## src/rtl/uart_rx_cfg_if.sv

```systemverilog
`default_nettype none
// +----------------------------------------------------------------------+
// | Module : uart_rx_cfg_if                                              |
// | Brief  : Serial line, arm strobe and status/data bundle of the       |
// |          configurable UART receiver.                                 |
// | Rev    : 1.0                                                         |
// +----------------------------------------------------------------------+
interface uart_rx_cfg_if #(
    parameter int DATA_BITS = 8
);
    logic                 din;
    logic                 start_rx;
    logic                 busy;
    logic                 rx_done;
    logic                 is_byte_valid;
    logic                 is_byte_corrupt;
    logic                 is_frame_error;
    logic                 is_rx_timeout;
    logic [DATA_BITS-1:0] dout;

    modport master (
        output din, start_rx,
        input  busy, rx_done, is_byte_valid, is_byte_corrupt,
               is_frame_error, is_rx_timeout, dout
    );

    modport slave (
        input  din, start_rx,
        output busy, rx_done, is_byte_valid, is_byte_corrupt,
               is_frame_error, is_rx_timeout, dout
    );
endinterface
`default_nettype wire

```

## src/rtl/uart_rx_cfg.sv

```systemverilog
`default_nettype none
// +----------------------------------------------------------------------+
// | Module : uart_rx_cfg                                                 |
// | Brief  : Armed UART receiver with configurable framing, start-bit    |
// |          glitch rejection, parity/stop checks and start timeout.     |
// | Rev    : 1.0                                                         |
// +----------------------------------------------------------------------+
module uart_rx_cfg #(
    parameter int CLKS_PER_BIT   = 8,
    parameter int DATA_BITS      = 8,
    parameter int PARITY_MODE    = 1,
    parameter int STOP_BITS      = 2,
    parameter int ALIGN_STAGES   = 5,
    parameter int TIMEOUT_CYCLES = 512
) (
    input  wire          clk,
    input  wire          rst_n,
    uart_rx_cfg_if.slave rx
);

    localparam int c_BAUD_W = $clog2(CLKS_PER_BIT);
    localparam int c_BIT_W  = $clog2(DATA_BITS + 1);
    localparam int c_TO_W   = $clog2(TIMEOUT_CYCLES);

    localparam logic [c_BAUD_W-1:0] c_BAUD_LAST = c_BAUD_W'(CLKS_PER_BIT - 1);
    localparam logic [c_BAUD_W-1:0] c_BAUD_MID  = c_BAUD_W'(CLKS_PER_BIT / 2 - 2);
    localparam logic [c_BIT_W-1:0]  c_DATA_LAST = c_BIT_W'(DATA_BITS - 1);
    localparam logic [c_BIT_W-1:0]  c_STOP_LAST = c_BIT_W'(STOP_BITS - 1);
    localparam logic [c_TO_W-1:0]   c_TO_LAST   = c_TO_W'(TIMEOUT_CYCLES - 1);

    typedef enum logic [2:0] {
        S_IDLE        = 3'd0,
        S_WAIT_START  = 3'd1,
        S_CHECK_START = 3'd2,
        S_DATA        = 3'd3,
        S_PARITY      = 3'd4,
        S_STOP        = 3'd5,
        S_DONE        = 3'd6
    } state_t;

    state_t                  r_state;
    logic [ALIGN_STAGES-1:0] r_align;
    logic [c_BAUD_W-1:0]     r_baud;
    logic [c_BIT_W-1:0]      r_bit_cnt;
    logic [c_TO_W-1:0]       r_to_cnt;
    logic                    r_par_err;
    logic                    r_frm_err;
    logic                    r_busy;
    logic                    r_rx_done;
    logic                    r_valid;
    logic                    r_corrupt;
    logic                    r_frame;
    logic                    r_timeout;
    logic [DATA_BITS-1:0]    r_dout;

    logic w_din_fall;
    logic w_bit;
    logic w_par_x;
    logic w_par_err;

    // Edge detect and sampling both tap the two oldest alignment stages.
    assign w_din_fall = ~r_align[ALIGN_STAGES-2] & r_align[ALIGN_STAGES-1];
    assign w_bit      = r_align[ALIGN_STAGES-2];
    assign w_par_x    = (^r_dout) ^ w_bit;
    assign w_par_err  = (PARITY_MODE == 1) ? ~w_par_x : w_par_x;

    always_ff @(posedge clk or negedge rst_n) begin
        if (!rst_n) begin
            r_state   <= S_IDLE;
            r_align   <= '1;
            r_baud    <= '0;
            r_bit_cnt <= '0;
            r_to_cnt  <= '0;
            r_par_err <= 1'b0;
            r_frm_err <= 1'b0;
            r_busy    <= 1'b0;
            r_rx_done <= 1'b0;
            r_valid   <= 1'b0;
            r_corrupt <= 1'b0;
            r_frame   <= 1'b0;
            r_timeout <= 1'b0;
            r_dout    <= '0;
        end else begin
            r_align   <= {r_align[ALIGN_STAGES-2:0], rx.din};
            r_rx_done <= 1'b0;
            case (r_state)
                S_IDLE: begin
                    if (rx.start_rx) begin
                        r_valid   <= 1'b0;
                        r_corrupt <= 1'b0;
                        r_frame   <= 1'b0;
                        r_timeout <= 1'b0;
                        r_dout    <= '0;
                        r_to_cnt  <= '0;
                        r_bit_cnt <= '0;
                        r_par_err <= 1'b0;
                        r_frm_err <= 1'b0;
                        r_busy    <= 1'b1;
                        r_state   <= S_WAIT_START;
                    end
                end
                S_WAIT_START: begin
                    if (w_din_fall) begin
                        r_baud  <= '0;
                        r_state <= S_CHECK_START;
                    end else if (r_to_cnt == c_TO_LAST) begin
                        r_timeout <= 1'b1;
                        r_rx_done <= 1'b1;
                        r_busy    <= 1'b0;
                        r_state   <= S_IDLE;
                    end else begin
                        r_to_cnt <= r_to_cnt + 1'b1;
                    end
                end
                S_CHECK_START: begin
                    // A line that is high again mid start bit was a glitch;
                    // the timeout budget keeps running from where it was.
                    if (r_baud == c_BAUD_MID) begin
                        r_baud  <= '0;
                        r_state <= w_bit ? S_WAIT_START : S_DATA;
                    end else begin
                        r_baud <= r_baud + 1'b1;
                    end
                end
                S_DATA: begin
                    if (r_baud == c_BAUD_LAST) begin
                        r_baud <= '0;
                        r_dout <= {w_bit, r_dout[DATA_BITS-1:1]};
                        if (r_bit_cnt == c_DATA_LAST) begin
                            r_bit_cnt <= '0;
                            r_state   <= (PARITY_MODE != 0) ? S_PARITY : S_STOP;
                        end else begin
                            r_bit_cnt <= r_bit_cnt + 1'b1;
                        end
                    end else begin
                        r_baud <= r_baud + 1'b1;
                    end
                end
                S_PARITY: begin
                    if (r_baud == c_BAUD_LAST) begin
                        r_baud    <= '0;
                        r_par_err <= w_par_err;
                        r_state   <= S_STOP;
                    end else begin
                        r_baud <= r_baud + 1'b1;
                    end
                end
                S_STOP: begin
                    if (r_baud == c_BAUD_LAST) begin
                        r_baud <= '0;
                        if (!w_bit) begin
                            r_frm_err <= 1'b1;
                        end
                        if (r_bit_cnt == c_STOP_LAST) begin
                            r_bit_cnt <= '0;
                            r_state   <= S_DONE;
                        end else begin
                            r_bit_cnt <= r_bit_cnt + 1'b1;
                        end
                    end else begin
                        r_baud <= r_baud + 1'b1;
                    end
                end
                S_DONE: begin
                    r_rx_done <= 1'b1;
                    r_corrupt <= r_par_err;
                    r_frame   <= r_frm_err;
                    r_valid   <= ~r_par_err & ~r_frm_err;
                    r_busy    <= 1'b0;
                    r_state   <= S_IDLE;
                end
                default: begin
                    r_busy  <= 1'b0;
                    r_state <= S_IDLE;
                end
            endcase
        end
    end

    assign rx.busy            = r_busy;
    assign rx.rx_done         = r_rx_done;
    assign rx.is_byte_valid   = r_valid;
    assign rx.is_byte_corrupt = r_corrupt;
    assign rx.is_frame_error  = r_frame;
    assign rx.is_rx_timeout   = r_timeout;
    assign rx.dout            = r_dout;

endmodule
`default_nettype wire
```

## src/flat_wrapper.sv

```systemverilog
// flat-port wrapper written by rule: the top's interface ports become plain ports
module uart_rx_cfg_flat 
#(
    parameter int CLKS_PER_BIT   = 8,
    parameter int DATA_BITS      = 8,
    parameter int PARITY_MODE    = 1,
    parameter int STOP_BITS      = 2,
    parameter int ALIGN_STAGES   = 5,
    parameter int TIMEOUT_CYCLES = 512
)
  (clk, rst_n, rx_din, rx_start_rx, rx_busy, rx_rx_done, rx_is_byte_valid, rx_is_byte_corrupt, rx_is_frame_error, rx_is_rx_timeout, rx_dout);
  uart_rx_cfg_if #(.DATA_BITS(DATA_BITS)) rx_i ();
  input  wire clk;
  input  wire rst_n;
  input wire logic [$bits(rx_i.din)-1:0] rx_din;
  input wire logic [$bits(rx_i.start_rx)-1:0] rx_start_rx;
  output wire logic [$bits(rx_i.busy)-1:0] rx_busy;
  output wire logic [$bits(rx_i.rx_done)-1:0] rx_rx_done;
  output wire logic [$bits(rx_i.is_byte_valid)-1:0] rx_is_byte_valid;
  output wire logic [$bits(rx_i.is_byte_corrupt)-1:0] rx_is_byte_corrupt;
  output wire logic [$bits(rx_i.is_frame_error)-1:0] rx_is_frame_error;
  output wire logic [$bits(rx_i.is_rx_timeout)-1:0] rx_is_rx_timeout;
  output wire logic [$bits(rx_i.dout)-1:0] rx_dout;
  assign rx_i.din = rx_din;
  assign rx_i.start_rx = rx_start_rx;
  assign rx_busy = rx_i.busy;
  assign rx_rx_done = rx_i.rx_done;
  assign rx_is_byte_valid = rx_i.is_byte_valid;
  assign rx_is_byte_corrupt = rx_i.is_byte_corrupt;
  assign rx_is_frame_error = rx_i.is_frame_error;
  assign rx_is_rx_timeout = rx_i.is_rx_timeout;
  assign rx_dout = rx_i.dout;
  uart_rx_cfg #(.CLKS_PER_BIT(CLKS_PER_BIT), .DATA_BITS(DATA_BITS), .PARITY_MODE(PARITY_MODE), .STOP_BITS(STOP_BITS), .ALIGN_STAGES(ALIGN_STAGES), .TIMEOUT_CYCLES(TIMEOUT_CYCLES)) u_core (.clk(clk), .rst_n(rst_n), .rx(rx_i));
endmodule
```

## config.mk

```make
export PLATFORM = sky130hd
export DESIGN_NAME = uart_rx_cfg_flat
export DESIGN_NICKNAME = d
export VERILOG_FILES = /design/src/rtl/uart_rx_cfg_if.sv /design/src/rtl/uart_rx_cfg.sv /design/src/flat_wrapper.sv
export SDC_FILE = /design/constraint.sdc
export NUM_CORES = 1
export LEC_CHECK = 0
export CORE_ASPECT_RATIO = 2
export CORE_UTILIZATION = 25
export CTS_BUF_LIST = sky130_fd_sc_hd__clkbuf_8
export DETAILED_ROUTE_END_ITERATION = 12
export MAX_ROUTING_LAYER = met4
export SYNTH_ARGS = -nofsm -noshare
export SYNTH_HDL_FRONTEND = slang
export SYNTH_SLANG_ARGS = --single-unit
export TNS_END_PERCENT = 100
```

## constraint.sdc

```tcl
create_clock -name clk -period 5.29 [get_ports clk]
set_clock_uncertainty 0.2 [all_clocks]
set_input_delay 0.529 -clock clk [delete_from_list [all_inputs] [get_ports clk]]
set_output_delay 0.529 -clock clk [all_outputs]
set_load 0.01 [all_outputs]
```

Word-level counts from Yosys, hierarchy flattened. Index checks and enable logic that the tools add are counted.

Add/sub/neg operators: 3. Equality and inequality tests: 24. Muxes and demuxes: 47. Bitwise gates (word level): 8. Reductions and logical operators: 21.

Operators by type and width (number): 3-bit 2-to-1 mux (12); 9-bit 2-to-1 mux (3); 4-bit 2-to-1 mux (5); 4-bit AND reduction (5); 3-bit one-hot mux with 6 select lines (1); 9-bit one-hot mux with 2 select lines (1); 8-bit 2-to-1 mux (2); 2-bit by 1-bit inequality test with 1-bit output, second input constant (8); 8-bit one-hot mux with 2 select lines (1); 1-bit one-hot mux with 2 select lines (7); 3-bit == test, second input constant (4); 4-bit one-hot mux with 3 select lines (1); 1-bit 2-to-1 mux (11); 2-bit nonzero test (5); 9-bit by 1-bit adder with 9-bit output, second input constant (1); 3-bit by 2-bit == test with 1-bit output, second input constant (3); 9-bit == test, second input constant (1); 3-bit one-hot mux with 3 select lines (1); 2-bit inequality test, second input constant (4); 8-bit AND reduction (1); 8-bit XOR reduction (1); 3-bit AND reduction (2); 3-bit nonzero test (2); 1-bit inverter (5); other kinds (14) (16).

Register bits after elaboration: 40. Input bits: 4. Output and inout port bits: 14.

Depth between registers and ports, before layout. Gate-level depths: netlist of the first run.

Word-level depth: 5. Mapped depth: 8.

Least setup slack after synthesis of the first run. Ideal clock, no wire load.

Kind: reg-to-reg. From: reg u_core.r_to_cnt[0]. To: reg u_core.r_to_cnt[3]. Setup time: 0.078 ns. Arrival time: 1.850 ns. Required time: 5.012 ns. Path slack: 3.162 ns. Cell stages (with the launch flop): 9. Buffers on the path: 0. Cells stage by stage: dfrtp_1 > ha_1 > nand2_1 > nor2_1 > ha_1 > nor3b_4 > nand3_4 > or4_1 > a21oi_1.

Word-level cells in the longest chain between the ends: 4. Elaborated cells between the ends (all ways): 7. Those cells by class: add/sub (1); eq/ne (2); mux (3); reduce/logical (1).

Ends and longest elaborated chain: start: declaration (RTL line uart_rx_cfg.sv:45) `logic [c_TO_W-1:0] r_to_cnt;`; start signal: assignment (RTL line uart_rx_cfg.sv:112) `r_to_cnt <= r_to_cnt + 1'b1;`; 9-bit by 1-bit adder with 9-bit output (RTL line uart_rx_cfg.sv:112); 9-bit 2-to-1 mux (RTL line uart_rx_cfg.sv:106) `end else if (r_to_cnt == c_TO_LAST) begin`; 9-bit 2-to-1 mux (RTL line uart_rx_cfg.sv:103) `if (w_din_fall) begin`; 9-bit one-hot mux with 2 select lines (RTL line uart_rx_cfg.sv:86) `case (r_state)`.

Parallel ways exist; a longest one is shown, timed or not. The select of a mux whose other input is x is not followed. A chain may end at the register's enable or synchronous reset.

Worst setup path in the final report of the first run.
From: reg u_core.r_state[0]. To: reg u_core.r_bit_cnt[3].

Word-level cells in the longest chain between the ends: 3. Elaborated cells between the ends (all ways): 9. Those cells by class: eq/ne (5); mux (1); reduce/logical (3).

Ends and longest elaborated chain: start: declaration (RTL line uart_rx_cfg.sv:41) `state_t r_state;`; start signal: assignment (RTL line uart_rx_cfg.sv:120) `r_state <= w_bit ? S_WAIT_START : S_DATA;`; start signal: assignment (RTL line uart_rx_cfg.sv:131) `r_state <= (PARITY_MODE != 0) ? S_PARITY : S_STOP;`; 3-bit == test, or another cell as far along (RTL line uart_rx_cfg.sv:86); 2-bit by 1-bit inequality test with 1-bit output (no line), or another cell as far along; 4-bit AND reduction (no line); end signal: assignment (RTL line uart_rx_cfg.sv:133) `r_bit_cnt <= r_bit_cnt + 1'b1;`; end signal: assignment (RTL line uart_rx_cfg.sv:158) `r_bit_cnt <= r_bit_cnt + 1'b1;`; end: declaration (RTL line uart_rx_cfg.sv:44) `logic [c_BIT_W-1:0] r_bit_cnt;`.

Parallel ways exist; a longest one is shown, timed or not.

==> results.toml, run 1 <==
[timing]
layout_min_cycle_time_ns = 2.44
min_period_over_period_pct = 46.1
tightest_slew_ns = 0.901
fin_tns_setup_ns = 0
rsz0062_at_grt = "no"
slew_headroom_pct = 39.9
fmax_mhz = 410
finalHoldViolCount = 0
drv_slew = 0
setup_viol_count_final = 0

[synthesis]
avgSynthCellArea_sq_um = 10.3
yosys_warnings = 0
synthFlopType = "dfrtp_1"
synth_edf_count = 0
ys_types = 50
netlist_instances = 207
ys_ff_latch = 40
yosysTopAreaCellShare_pct = 40.9
ys_seq_area_share_pct = 47.1
yosysTopAreaCell = "dfrtp_1"
synthTopCellsByArea = "dfrtp_1, dfstp_2, ha_1"
mappedNetlistNets = 220
synth_async_sr_flop_share_pct = 100
syn_area_sq_mm = 0.00214

[floorplanning]
die_y_microns = 133
die-area_sq_mm = 0.00895
core.rowCount = 47
core_sq_mm = 0.00829
io_pins = 18
initial_utilization_pct = 25.8
die_x_microns = 67.4

[setup_path]
crit_arrival_ns = 2.47
path_max_fanout = 20
startpoint_type = "flop"
path_class = "reg -> reg"
required_ns = 5.32
end_kind = "flop"

[place]
dp_hpwl_microns = 3430
place.gp.congestion = 0.850
place_inst = 316
portBuffers = 17

[run_status]
outcome = "finished, final reports clean"

[min_path]
min_path_type = "in -> async"

[cells_and_area]
drive_above_1_share_pct = 11.1
fin_cells = 324
nets = 238
area_growth_pct = 15.8
fill_cells = 853
n_antenna_cell = 0

[clock_tree]
cts.sinks = 40
cts_resized = 0
htreeDepth = 2
clk-insertion-delay-late_ns = 0.30
postCtsSetupBuffers = 0
hold_buffers = 0
cts_tree = "built"
clk_path_buf_depth = 2
numCtsBuffers = 5
clk_pin_slew_ns = 0.08
root_buffer = "clkbuf_8"

[grt]
antenna_found_initial = 0
grt_pass1_wl_microns = 8050
grt_usage_pct = 12.5
overflow = 0
grt_max_degree = 41
grt_pass1_vias = 1569

[route]
drc = 0
ant_nets = 0
vias = 1591
firstDrtPassIters = 4
via_per_inst = 4.91
drt_iter0_drc = 26
routed_wl_microns = 4710
wire_per_inst_microns = 14.5

[pwr]
leakagePower_nw = 1.04
power_density_mw_per_mm2 = 417
ir_worst_vdd_v = 0.000177

[flow_run]
cap_violations = 0
cell usage in the layout, fill, tap and decap left out, types with 3 or more instances in the layout:
| cell | count |
|---|---|
| dfrtp_1 | 35 |
| nand4_1 | 3 |
| clkbuf_8 | 5 |
| o21ai_0 | 16 |
| nor2_1 | 9 |
| o31ai_1 | 5 |
| nand2_1 | 17 |
| a21oi_1 | 9 |
| ha_1 | 9 |
| clkdlybuf4s50_1 | 16 |
| or4_1 | 4 |
| o21bai_1 | 3 |
| nand3_1 | 14 |
| inv_1 | 16 |
| a22o_1 | 3 |
| nor3_1 | 4 |
| dfstp_2 | 5 |
| nand2b_1 | 6 |
| xnor2_1 | 6 |
registers in the layout, indices dropped and copies added, names as in the netlist, 3 cells and up:
register and flops:
u_core.r_align 5, u_core.r_baud 3, u_core.r_bit_cnt 4, u_core.r_state 3
u_core.r_to_cnt 9, u_core.rx.dout 8
area by class of cell:
class	instances	area [sq um]	share of cell area, %
Clock buffer	5	68.8	2.78
Clock inverter	3	16.3	0.657
Inverter	15	56.3	2.27
Multi-Input combinational cell	146	1040	42.0
Sequential cell	40	1010	40.7
Tap cell	98	123	4.95
Timing Repair Buffer	17	165	6.67
metal layers:
| metal | track usage [%] | wire (microns) | up-vias |
|---|---|---|---|
| met5 | - | 0 | - |
| met4 | 5.91 | 110 | 0 |
| met3 | 2.33 | 103 | 7 |
| met2 | 21.2 | 2710 | 20 |
| met1 | 13.4 | 1780 | 791 |
| li1 | - | - | 773 |
stage by stage:
step / instance area, sq um / setup slack, ns / total power [mW] / hold WS (ns) / util, %
floorplan: 2140 / 3.16 / 0.738 / 0.0334 / -
global placement: 2390 / 2.65 / 0.830 / 0.147 / 28.9
detailed placement: 2390 / 2.58 / 0.840 / 0.148 / 28.9
CTS: 2480 / 2.82 / 1.05 / 0.161 / 29.9
global route: 2480 / 2.61 / 1.11 / 0.165 / 29.9
finish: 2480 / 2.85 / 1.03 / 0.148 / 29.9
worst paths after layout:
path | startpoint | endpoint | slack (ns) | cells after the start
max in group asynchronous | rst_n | u_core.r_to_cnt[4] | 4.17 | 1
min in group clk | u_core.r_align[0] | u_core.r_align[1] | 0.16 | 0
min | rst_n | u_core.rx.dout[7] | 0.15 | 1
min reg2reg | u_core.r_align[0] | u_core.r_align[1] | 0.16 | 0
max | u_core.r_state[0] | u_core.r_bit_cnt[3] | 2.85 | 4
max reg2reg | u_core.r_state[0] | u_core.r_bit_cnt[3] | 2.85 | 4
synthesized netlist by cell type (3+ instances only):
cell type and number:
o21bai_1 3, a21oi_1 9, ha_1 9, nor3_1 4
o31ai_1 5, nand3_1 14, or4_1 4, dfstp_2 5
inv_1 15, a22o_1 3, nand4_1 3, o21ai_0 16
dfrtp_1 35, nand2_1 17, nand2b_1 6, nor2_1 9
xnor2_1 6, buf_2 4
power by group:
part           switching, mW  leakage (nW)  internal, mW
sequential            0.0887         0.527         0.360
clock                  0.111        0.0453        0.0903
combinational          0.204         0.467         0.178
total                  0.404          1.04         0.628
logic make-up (layout without fill, tap and decap cells):
group | Yosys count | after routing | share of synthesized area (%)
flops | 40 | 40 | 47.1
buf+inv | 21 | 40 | 4.27
mux | 4 | 4 | 2.16
xor+xnor | 8 | 8 | 3.92
fa+ha+maj | 9 | 9 | 5.26
simple gates | 77 | 77 | 21.8
compound gates | 48 | 48 | 15.5
critical path, stage by stage, from the launching register on:
cell and delay, ns:
dfrtp_1 0.76, and3b_1 0.59, a2bb2oi_2 0.20, or4_1 0.55, o211ai_2 0.07
Power figures use the tool's default switching activity.
==> run 2, diff against run 1 <==
- clock period: 5.29 -> 2.25 ns (I/O delays scaled with it)
==> results.toml, run 2 (synthesis results as in run 1) <==
[run_status]
outcome = "finished, final reports clean"

[cells_and_area]
layout.cells.most_common = "dfrtp_1"
drive_above_1_share_pct = 22.6
area_growth_pct = 27.0
mostFrequentLayoutCells = "dfrtp_1, buf_4, nand2_1, o21ai_0, clkdlybuf4s50_1"
fill_cells = 840
post-route-cell-area_sq_mm = 0.00272
n_antenna_cell = 0
nets = 264
largest_reg_flops = 9
regMostFlops = "u_core.r_to_cnt"

[route]
vias = 1684
via_per_inst = 4.81
drc = 0
routed_wl_microns = 4690
drt_iter0_drc = 42
wire_per_inst_microns = 13.4
firstDrtPassIters = 4
ant_nets = 0

[setup_path]
startpoint_type = "flop"
r2r-end = "u_core.r_to_cnt[5]"
rr_worst_depth = 8
cp_cell_sequence = "nand4_1 > or2_4 > nor2_4 > ha_4 > nor3b_4 > nand3_4 > or4_4 > a21oi_2"
cpMaxStageDelayCell = "or4_4"
path_class = "reg -> reg"
critPathMaxStageDelay_ns = 0.56
path_max_fanout = 7
crit_arrival_ns = 2.25
crit_family = "simple AND/OR/NAND/NOR gates"
rrSetupSlack_ns = 0.04
end_kind = "flop"
critPathBufInv = 0
r2r-start = "u_core.r_to_cnt[2]"
required_ns = 2.29

[floorplanning]
initial_utilization_pct = 25.8
die_x_microns = 67.4
io_pins = 18
core_sq_mm = 0.00829
die_y_microns = 133
die-area_sq_mm = 0.00895
core.rowCount = 47

[timing]
finalHoldViolCount = 0
tightest_slew_ns = 0.420
drv_slew = 0
rsz0062_at_grt = "yes"
fmax_mhz = 452
fin_tns_setup_ns = 0
setup_viol_count_final = 0
layout_min_cycle_time_ns = 2.21
slew_headroom_pct = 72.0
layout_setup_ws_ns = 0.0391
min_period_over_period_pct = 98.3

[clock_tree]
numCtsBuffers = 5
clk-insertion-delay-late_ns = 0.31
htreeDepth = 2
clk_path_buf_depth = 2
cts_tree = "built"
cts.sinks = 40
clk_pin_slew_ns = 0.08
root_buffer = "clkbuf_8"

[pwr]
ir_worst_vdd_v = 0.000439
leakagePower_nw = 1.16
power_density_mw_per_mm2 = 972

[place]
place_area_sq_mm = 0.00252
place.gp.congestion = 0.790
portBuffers = 17
pre_cts_ws_ns = -0.00127
dp_hpwl_microns = 3420

[flow_run]
cap_violations = 0

[min_path]
whs_path_depth = 1
min_path_type = "in -> reg"
min_to = "u_core.r_align[0]"
holdCritStartpoint = "rx_din"

[grt]
overflow = 0
grt_max_degree = 20
grt_pass1_vias = 1624
grt_usage_pct = 12.0
antenna_found_initial = 0
grt_pass1_wl_microns = 7840
[run 2: worst max path at each step]
stage	startpoint	end	cells past startpoint
3_5_place_dp	u_core.r_to_cnt[4]	u_core.r_to_cnt[3]	8
3_3_place_gp	u_core.r_to_cnt[2]	u_core.r_to_cnt[5]	8
4_1_cts	u_core.r_to_cnt[4]	u_core.r_to_cnt[3]	8
5_1_grt	u_core.r_to_cnt[2]	u_core.r_to_cnt[5]	8
2_1_floorplan	u_core.r_to_cnt[0]	u_core.r_to_cnt[3]	8
6_report	u_core.r_to_cnt[2]	u_core.r_to_cnt[5]	8
[run 2: cell type report]
type,instances,area [sq um],share of cell area [%]
well taps,98,123,4.51
repair buffers,43,363,13.4
flip-flops and latches,40,1010,37.1
clock inverters,3,23.8,0.875
clock buffers,5,68.8,2.53
multi-input cells,146,1080,39.6
inverters,15,56.3,2.07
[run 2: repair_timing]
item                                    in CTS  in global routing
buffers inserted                             5                  3
endpoints found under the setup margin       3                  6
hold buffers                                 1                  0
endpoints found under the hold margin       17                  0
pin swaps                                    2                  8
gates resized for setup                      2                  7
[run 2: per-layer routing]
layer	global-route usage [%]	share of wire, %	vias up
met3	2.50	2.5	12
met4	6.26	3.0	0
met2	20.3	55	28
met5	-	0	-
met1	12.7	39	816
li1	-	-	828
[run 2: power breakdown]
group          switching, mW  internal [mW]  total (mW)
clock network          0.279          0.220       0.498
logic                  0.597          0.562        1.16
registers              0.136          0.848       0.984
total                   1.01           1.63        2.64
[run 2: through the flow]
step           hold slack [ns]  std cells  total power, mW  util, %
2_1_floorplan           -0.271        207             1.74        -
3_3_place_gp           -0.0194        333             2.07     30.4
3_5_place_dp           -0.0150        333             2.10     30.4
4_1_cts                  0.114        347             2.65     32.1
5_1_grt                  0.129        350             2.82     32.8
6_report                 0.125        350             2.64     32.8
==> run 3, diff against run 2 <==
- CORE_MARGIN: not set -> 4
- TNS_END_PERCENT: 100 -> not set
==> results.toml, run 3 (synthesis results as in run 1) <==
[run_status]
outcome = "finished, final reports clean"

[timing]
fmax_mhz = 449
min_period_over_period_pct = 99.1
layout_setup_ws_ns = 0.0210
slew_headroom_pct = 75.8
setup_viol_count_final = 0
tightest_slew_ns = 0.363
layout_min_cycle_time_ns = 2.23
finalHoldViolCount = 0
fin_hold_ws_ns = 0.137
drv_slew = 0
rsz0062_at_grt = "yes"

[cells_and_area]
mostFrequentLayoutCells = "dfrtp_1, buf_4, nand2_1"
area_growth_pct = 27.1
layout.cells.most_common = "dfrtp_1"
drive_above_1_share_pct = 21.7
n_antenna_cell = 0
regMostFlops = "u_core.r_to_cnt"
fill_cells = 827
largest_reg_flops = 9
post-route-cell-area_sq_mm = 0.00272
nets = 261
finish.utilization_pct = 32.8

[setup_path]
path_class = "reg -> reg"
critPathBufInv = 0
required_ns = 2.28
cp_cell_sequence = "nand4_1 > or2_4 > nor2_2 > ha_2 > nor3b_4 > nand3_4 > or4_4 > a21oi_2"
crit_arrival_ns = 2.26
critPathMaxStageDelay_ns = 0.50
startpoint_type = "flop"
path_max_fanout = 6
crit_family = "simple AND/OR/NAND/NOR gates"
cpMaxStageDelayCell = "or4_4"
end_kind = "flop"

[grt]
grt_pass1_wl_microns = 8120
antenna_found_initial = 0
grt_max_degree = 17
overflow = 0
grt_usage_pct = 10.3
grt_pass1_vias = 1744

[floorplanning]
die_y_microns = 139
core.rowCount = 47
initial_utilization_pct = 25.8
core_sq_mm = 0.00829
die-area_sq_mm = 0.0102
die_x_microns = 73.4
io_pins = 18

[place]
place.gp.congestion = 0.837
pre_cts_ws_ns = -0.0146
portBuffers = 17
place_area_sq_mm = 0.00252
dp_hpwl_microns = 3530

[route]
via_per_inst = 4.79
firstDrtPassIters = 4
vias = 1661
wire_per_inst_microns = 13.4
ant_nets = 0
drt_iter0_drc = 26
routed_wl_microns = 4660
drc = 0

[clock_tree]
numCtsBuffers = 5
cts.sinks = 40
clk_path_buf_depth = 2
root_buffer = "clkbuf_8"
cts_tree = "built"
clk-insertion-delay-late_ns = 0.29
clk_pin_slew_ns = 0.08
htreeDepth = 2

[min_path]
min_path_type = "in -> reg"

[pwr]
ir_worst_vdd_v = 0.000475
leakagePower_nw = 1.17
power_density_mw_per_mm2 = 1010
total_power_mw = 2.73

[flow_run]
cap_violations = 0
==> run 3: worst paths after layout <==
path                            slack [ns]                  to  cells after the start               start
worst max-delay path                  0.02  u_core.r_to_cnt[5]                      8  u_core.r_to_cnt[5]
worst min-delay path                  0.14   u_core.r_align[0]                      1              rx_din
worst max register to register        0.02  u_core.r_to_cnt[5]                      8  u_core.r_to_cnt[5]
worst min register to register        0.16   u_core.r_align[3]                      0   u_core.r_align[2]
max in group asynchronous             1.08   u_core.r_align[3]                      3               rst_n
min in group asynchronous             0.18    u_core.r_baud[2]                      2               rst_n
==> run 3: report_power, final <==
part	total, mW	internal [mW]	switching (mW)	leakage (nW)
logic	1.15	0.565	0.587	0.586
registers	0.982	0.848	0.134	0.527
clock network	0.599	0.334	0.265	0.0583
total	2.73	1.75	0.987	1.17
==> run 3: routing by layer <==
layer  GRT usage (%)  up-vias  wire length (microns)
met4            3.72        0                    116
met1            10.9      811                   1820
met5               -        -                      0
met2            17.9       20                   2630
met3            2.61        9                    101
li1                -      821                      -
==> run 3: stage by stage <==
| step | std cells | TNS [ns] |
|---|---|---|
| 6_report | 347 | 0 |
| 5_1_grt | 347 | -0.157 |
| 4_1_cts | 345 | 0 |
| 3_5_place_dp | 332 | -0.0146 |
| 3_3_place_gp | 332 | 0 |
| 2_1_floorplan | 207 | 0 |
==> run 3: what timing repair did <==
item / in CTS / in global routing
hold endpoints to repair: 13 / 0
cloned: 0 / 0
pin swaps: 2 / 3
gates resized for setup: 2 / 5
setup buffers: 4 / 2
endpoints found under the setup margin: 3 / 10
hold buffers: 1 / 0
==> run 3: area by class of cell <==
cell class | instances | area [sq um] | area share, %
Multi-Input combinational cell | 146 | 1060 | 39.1
Sequential cell | 40 | 1010 | 37.0
Timing Repair Buffer | 40 | 353 | 13.0
Tap cell | 98 | 123 | 4.51
Clock buffer | 5 | 68.8 | 2.53
Inverter | 15 | 56.3 | 2.07
Clock inverter | 3 | 47.5 | 1.75
